--- src/rtl/booth_ctrl.sv ---
// Booth radix-2 multiplier control unit.
// Moore FSM that sequences an external {A, Q, Q(-1)} datapath through WIDTH
// evaluate/(add|sub)/shift iterations and pulses done on completion.
module booth_ctrl #(
    parameter int unsigned WIDTH = 32,
    parameter int unsigned CW    = $clog2(WIDTH + 1)
) (
    input  logic          clk,
    input  logic          rst,
    input  logic          start,
    input  logic          q0,
    input  logic          qm1,
    output logic          ld_m,
    output logic          ld_q,
    output logic          clr_a,
    output logic          clr_qm1,
    output logic          ld_a,
    output logic          add_sub,
    output logic          sft,
    output logic          busy,
    output logic          done,
    output logic [CW-1:0] count
);

    typedef enum logic [2:0] {
        StIdle,
        StLoad,
        StEval,
        StAddSub,
        StShift,
        StDone
    } state_e;

    state_e          state_q, state_d;
    logic [CW-1:0]   count_q, count_d;
    logic            op_q, op_d;

    // State, iteration counter and op bit; reset wins over everything.
    always_ff @(posedge clk) begin
        if (rst) begin
            state_q <= StIdle;
            count_q <= '0;
            op_q    <= 1'b0;
        end else begin
            state_q <= state_d;
            count_q <= count_d;
            op_q    <= op_d;
        end
    end

    // Next-state, counter and op selection.
    always_comb begin
        state_d = state_q;
        count_d = count_q;
        op_d    = op_q;
        unique case (state_q)
            StIdle: begin
                if (start) begin
                    state_d = StLoad;
                end
            end
            StLoad: begin
                count_d = CW'(WIDTH);
                state_d = StEval;
            end
            StEval: begin
                // 01 -> add M, 10 -> subtract M, 00/11 -> shift only.
                unique case ({q0, qm1})
                    2'b01: begin
                        op_d    = 1'b1;
                        state_d = StAddSub;
                    end
                    2'b10: begin
                        op_d    = 1'b0;
                        state_d = StAddSub;
                    end
                    default: state_d = StShift;
                endcase
            end
            StAddSub: begin
                state_d = StShift;
            end
            StShift: begin
                // Guarded so the counter can never wrap below zero.
                if (count_q != '0) begin
                    count_d = count_q - CW'(1);
                end
                if (count_q == CW'(1)) begin
                    state_d = StDone;
                end else begin
                    state_d = StEval;
                end
            end
            StDone: begin
                state_d = StIdle;
            end
            default: begin
                state_d = StIdle;
            end
        endcase
    end

    // Moore strobe decode; add_sub follows the registered op bit in every state
    // so the ALU select is settled a cycle before ld_a fires.
    always_comb begin
        ld_m    = 1'b0;
        ld_q    = 1'b0;
        clr_a   = 1'b0;
        clr_qm1 = 1'b0;
        ld_a    = 1'b0;
        sft     = 1'b0;
        busy    = (state_q != StIdle);
        done    = 1'b0;
        add_sub = op_q;
        count   = count_q;
        unique case (state_q)
            StLoad: begin
                ld_m    = 1'b1;
                ld_q    = 1'b1;
                clr_a   = 1'b1;
                clr_qm1 = 1'b1;
            end
            StAddSub: ld_a = 1'b1;
            StShift:  sft  = 1'b1;
            StDone:   done = 1'b1;
            default: ;
        endcase
    end

endmodule

--- config.mk ---
export PLATFORM = sky130hd
export DESIGN_NAME = booth_ctrl
export DESIGN_NICKNAME = d
export VERILOG_FILES = /design/src/rtl/booth_ctrl.sv
export SDC_FILE = /design/constraint.sdc
export NUM_CORES = 1
export LEC_CHECK = 0
export ABC_CLOCK_PERIOD_IN_PS = 3180
export CAP_MARGIN = 20
export CORE_UTILIZATION = 47
export DETAILED_ROUTE_END_ITERATION = 6
export HOLD_SLACK_MARGIN = 0.06
export PLACE_DENSITY = 0.81
export RECOVER_POWER = 100
export SYNTH_ARGS = -nofsm -noshare
export SYNTH_HDL_FRONTEND = slang
export SYNTH_SLANG_ARGS = --single-unit
--- constraint.sdc ---
create_clock -name clk -period 3.18 [get_ports clk]
set_input_delay 0.318 -clock clk [delete_from_list [all_inputs] [get_ports clk]]
set_output_delay 0.318 -clock clk [all_outputs]
set_load 0.05 [all_outputs]
==> results_dict.tcl <==
set metrics [dict create \
    p_leak_uw 0.0003461 \
    synth_top_area_frac 0.3239 \
    hpwlAfterDp_um 957.4 \
    tightest_slew_ns 0.8818 \
    fmax_ghz 0.3876 \
    peakVddDrop_v 0.0003083 \
    final_area_um2 798.3 \
    drtIter0Drc 16 \
    grt-ovfl-total 0 \
    status "finished, final reports clean" \
    cp_max_fo 10 \
    worstSetupPathType "reg2out" \
    synth.avg_cell_area_um2 8.241 \
    period_share 0.8113 \
    grt.total_usage 0.2118 \
    path_cells "or2b_1 -> nor2_1 -> dlygate4sd3_1" \
    worstSkewPairLatency_ns 0.27 \
    crit_path_end_kind "output pin" \
    hold_violations 0 \
    wl_um 1316 \
    path_clk_slew_ns 0.06 \
    grt_pass1_vias 468 \
    routedWlPerCell_um 12.42 \
    power_density_mw_per_mm2 487.0 \
    r2r_start "count[0]$_SDFFE_PP0P_" \
    htree_levels 1 \
    final_antenna_net_count 0 \
    fp-row-count 12 \
    min_path_cells 2 \
    placed_area_um2 784.5 \
    drc 0 \
    num_vias 564 \
    slowest_stage "dlygate4sd3_1" \
    syn_inst 75 \
    synth_area_leaders "dfxtp_1, nor2_1, ha_1, buf_4, xnor2_1" \
    first_pass_iters 6 \
    pin_count 20 \
    grt_max_degree 11 \
    antenna_cells 0 \
    min_from "add_sub$_SDFFE_PP0P_" \
    cp_top_family "buffers and inverters" \
    clockBufferDepth 2 \
    drive_gt1_frac 0.07609 \
    io_buffers 19 \
    final_net_count 102 \
    crit_required_ns 2.86 \
    ys_warn_count 0 \
    cts_root_buf "clkbuf_4" \
    cts_tree "yes" \
    setup_viol 0 \
    syn-cell-area_um2 618.1 \
    cp-start-kind "flop" \
    routabilityCongestion 0.8290 \
    r2r_slack_ns 1.42 \
    cts.sinks 10 \
    via_per_inst 5.321 \
    synth-seq-area-share 0.3239 \
    die_h_um 38.27 \
    area.growth.synth_to_final_pct 29.15 \
    core_area_mm2 0.001171 \
    antenna_found_initial 0 \
    slew_headroom 0.4067 \
    post-route-min-period_ns 2.580 \
    synth_cell_types 33 \
    syn-num-nets 83 \
    fin_tns_setup_ns 0 \
    slowest_delay_ns 0.92 \
    cts_buffers 3 \
    synth_seq_cells 10 \
    maxCapViolCount 0 \
    post_cts_buffers 0 \
    synth_top_area_cell "dfxtp_1" \
    start_util 0.5278 \
    reg2regPathDepth 6 \
    maxSlewViolCount 0 \
    cts_resized 0 \
    fp.dieW_um 38.27 \
    min_path_type "reg2reg" \
    rsz0062_at_grt "false" \
    crit_buf_inv 1 \
    ctsHoldBuffers 0 \
    r2r_end "count[1]$_SDFFE_PP0P_" \
    min_to "add_sub$_SDFFE_PP0P_" \
    grt_pass1_wl_um 2083 \
    fin_skew_ns 0.006000 \
    critical_path_arrival_ns 2.26 \
    dieArea_mm2 0.001464 \
]
[worst max path at each step]
stage / slack [ns] / to / start / depth (start not counted)
floorplan: 0.99 / clr_qm1 / state_q[0]$_SDFFE_PP0P_ / 4
global placement: 0.97 / clr_a / state_q[0]$_SDFFE_PP0P_ / 3
detailed placement: 0.88 / ld_m / state_q[0]$_SDFFE_PP0P_ / 3
CTS: 0.58 / ld_m / state_q[0]$_SDFFE_PP0P_ / 3
global route: 0.45 / clr_a / state_q[0]$_SDFFE_PP0P_ / 3
finish: 0.60 / ld_m / state_q[0]$_SDFFE_PP0P_ / 3
[area by class of cell]
cell class | instances | area, um2
clock buffers | 3 | 22.52
fillers | 108 | 372.9
inverters | 7 | 27.53
multi-input cells | 53 | 340.3
flip-flops and latches | 10 | 200.2
well taps | 14 | 17.52
repair buffers | 19 | 190.2
[kinds of logic after synthesis]
kind of cell,after synthesis,share of synthesized area
AOI/OAI and AO/OA,12,0.1174
xor gates and xnor gates,4,0.05669
adders and majority gates,3,0.06074
buffers and inverters,12,0.1113
DFF,10,0.3239
muxes,1,0.01619
and+or+nand+nor,33,0.3138
[placed cells by master (no fill, tap or decap), drive strengths merged]
cell type      instances
o22ai                  1
a21oi                  5
clkbuf                 3
dlygate4sd3           16
or3b                   2
nand3b                 2
dfxtp                 10
inv                    6
a41oi                  1
clkdlybuf4s50          3
xor2                   1
or4                    2
and2                   1
or2b                   1
or2                    1
clkinv                 1
ha                     3
nor2                  11
a211oi                 1
nor4                   2
nand2                  1
nor2b                  1
mux2i                  1
or3                    2
nor3                   3
a31oi                  1
xnor2                  3
and3                   1
a311oi                 1
nand3                  3
o21ai                  2
[registers in the layout, summed over array words and instances (netlist names)]
register / cells
state_q: 3
count: 6
add_sub: 1
[per-layer routing]
| layer | part of all wire | up-vias | wire (um) | track usage |
|---|---|---|---|---|
| met5 | 0 | - | 0 | 0 |
| met4 | 0.0084 | 0 | 11 | 0.1071 |
| met3 | 0.039 | 2 | 51 | 0.06977 |
| met2 | 0.42 | 14 | 551 | 0.2627 |
| met1 | 0.53 | 252 | 702 | 0.3141 |
| li1 | - | 296 | - | - |
[cells in the mapped netlist]
cell type,count
buf_6,1
xor2_1,1
buf_4,4
inv_1,6
or3b_2,1
xnor2_1,3
or2_2,1
and2_1,1
or3b_4,1
nand2_1,1
mux2i_1,1
nand3b_1,2
nor3_1,3
a41oi_1,1
a211oi_1,1
nor2_1,11
nand3_2,1
and3_1,1
nor2b_1,1
a21oi_1,5
a311oi_1,1
dfxtp_1,10
a31oi_1,1
nor4_1,1
or4_1,2
o21ai_0,2
clkinv_2,1
or2b_1,1
o22ai_1,1
or3_1,2
ha_1,3
nand3_1,2
nor4_2,1
[tightest hold or removal path, delay by kind of cell, from the launching register on]
family	cells	cell delay [ns]
flops	1	0.31
simple gates	1	0.09
compound gates	1	0.05
[through the flow]
| stage | cells | setup WS, ns | power [uW] | hold slack [ns] | utilization |
|---|---|---|---|---|---|
| after global placement | 103 | 0.9684 | 310.7 | 0.4879 | 0.6699 |
| after global routing | 106 | 0.4506 | 410.6 | 0.5336 | 0.6816 |
| after floorplan | 75 | 0.9911 | 276.9 | 0.3874 | - |
| after detailed placement | 103 | 0.8798 | 312.5 | 0.4988 | 0.6699 |
| final | 106 | 0.6000 | 388.7 | 0.4997 | 0.6816 |
| after CTS | 106 | 0.5785 | 402.3 | 0.5049 | 0.6891 |
[where the power goes]
| part | internal (uW) | switching, uW | leakage [uW] | total (uW) |
|---|---|---|---|---|
| clock | 43.7 | 44.1 | 0.0000138 | 87.8 |
| sequential | 134 | 12.8 | 0.0000812 | 147 |
| combinational | 50.7 | 104 | 0.000251 | 154 |
| total | 228 | 160 | 0.000346 | 389 |
No activity file was read; power rests on OpenSTA's default activity.
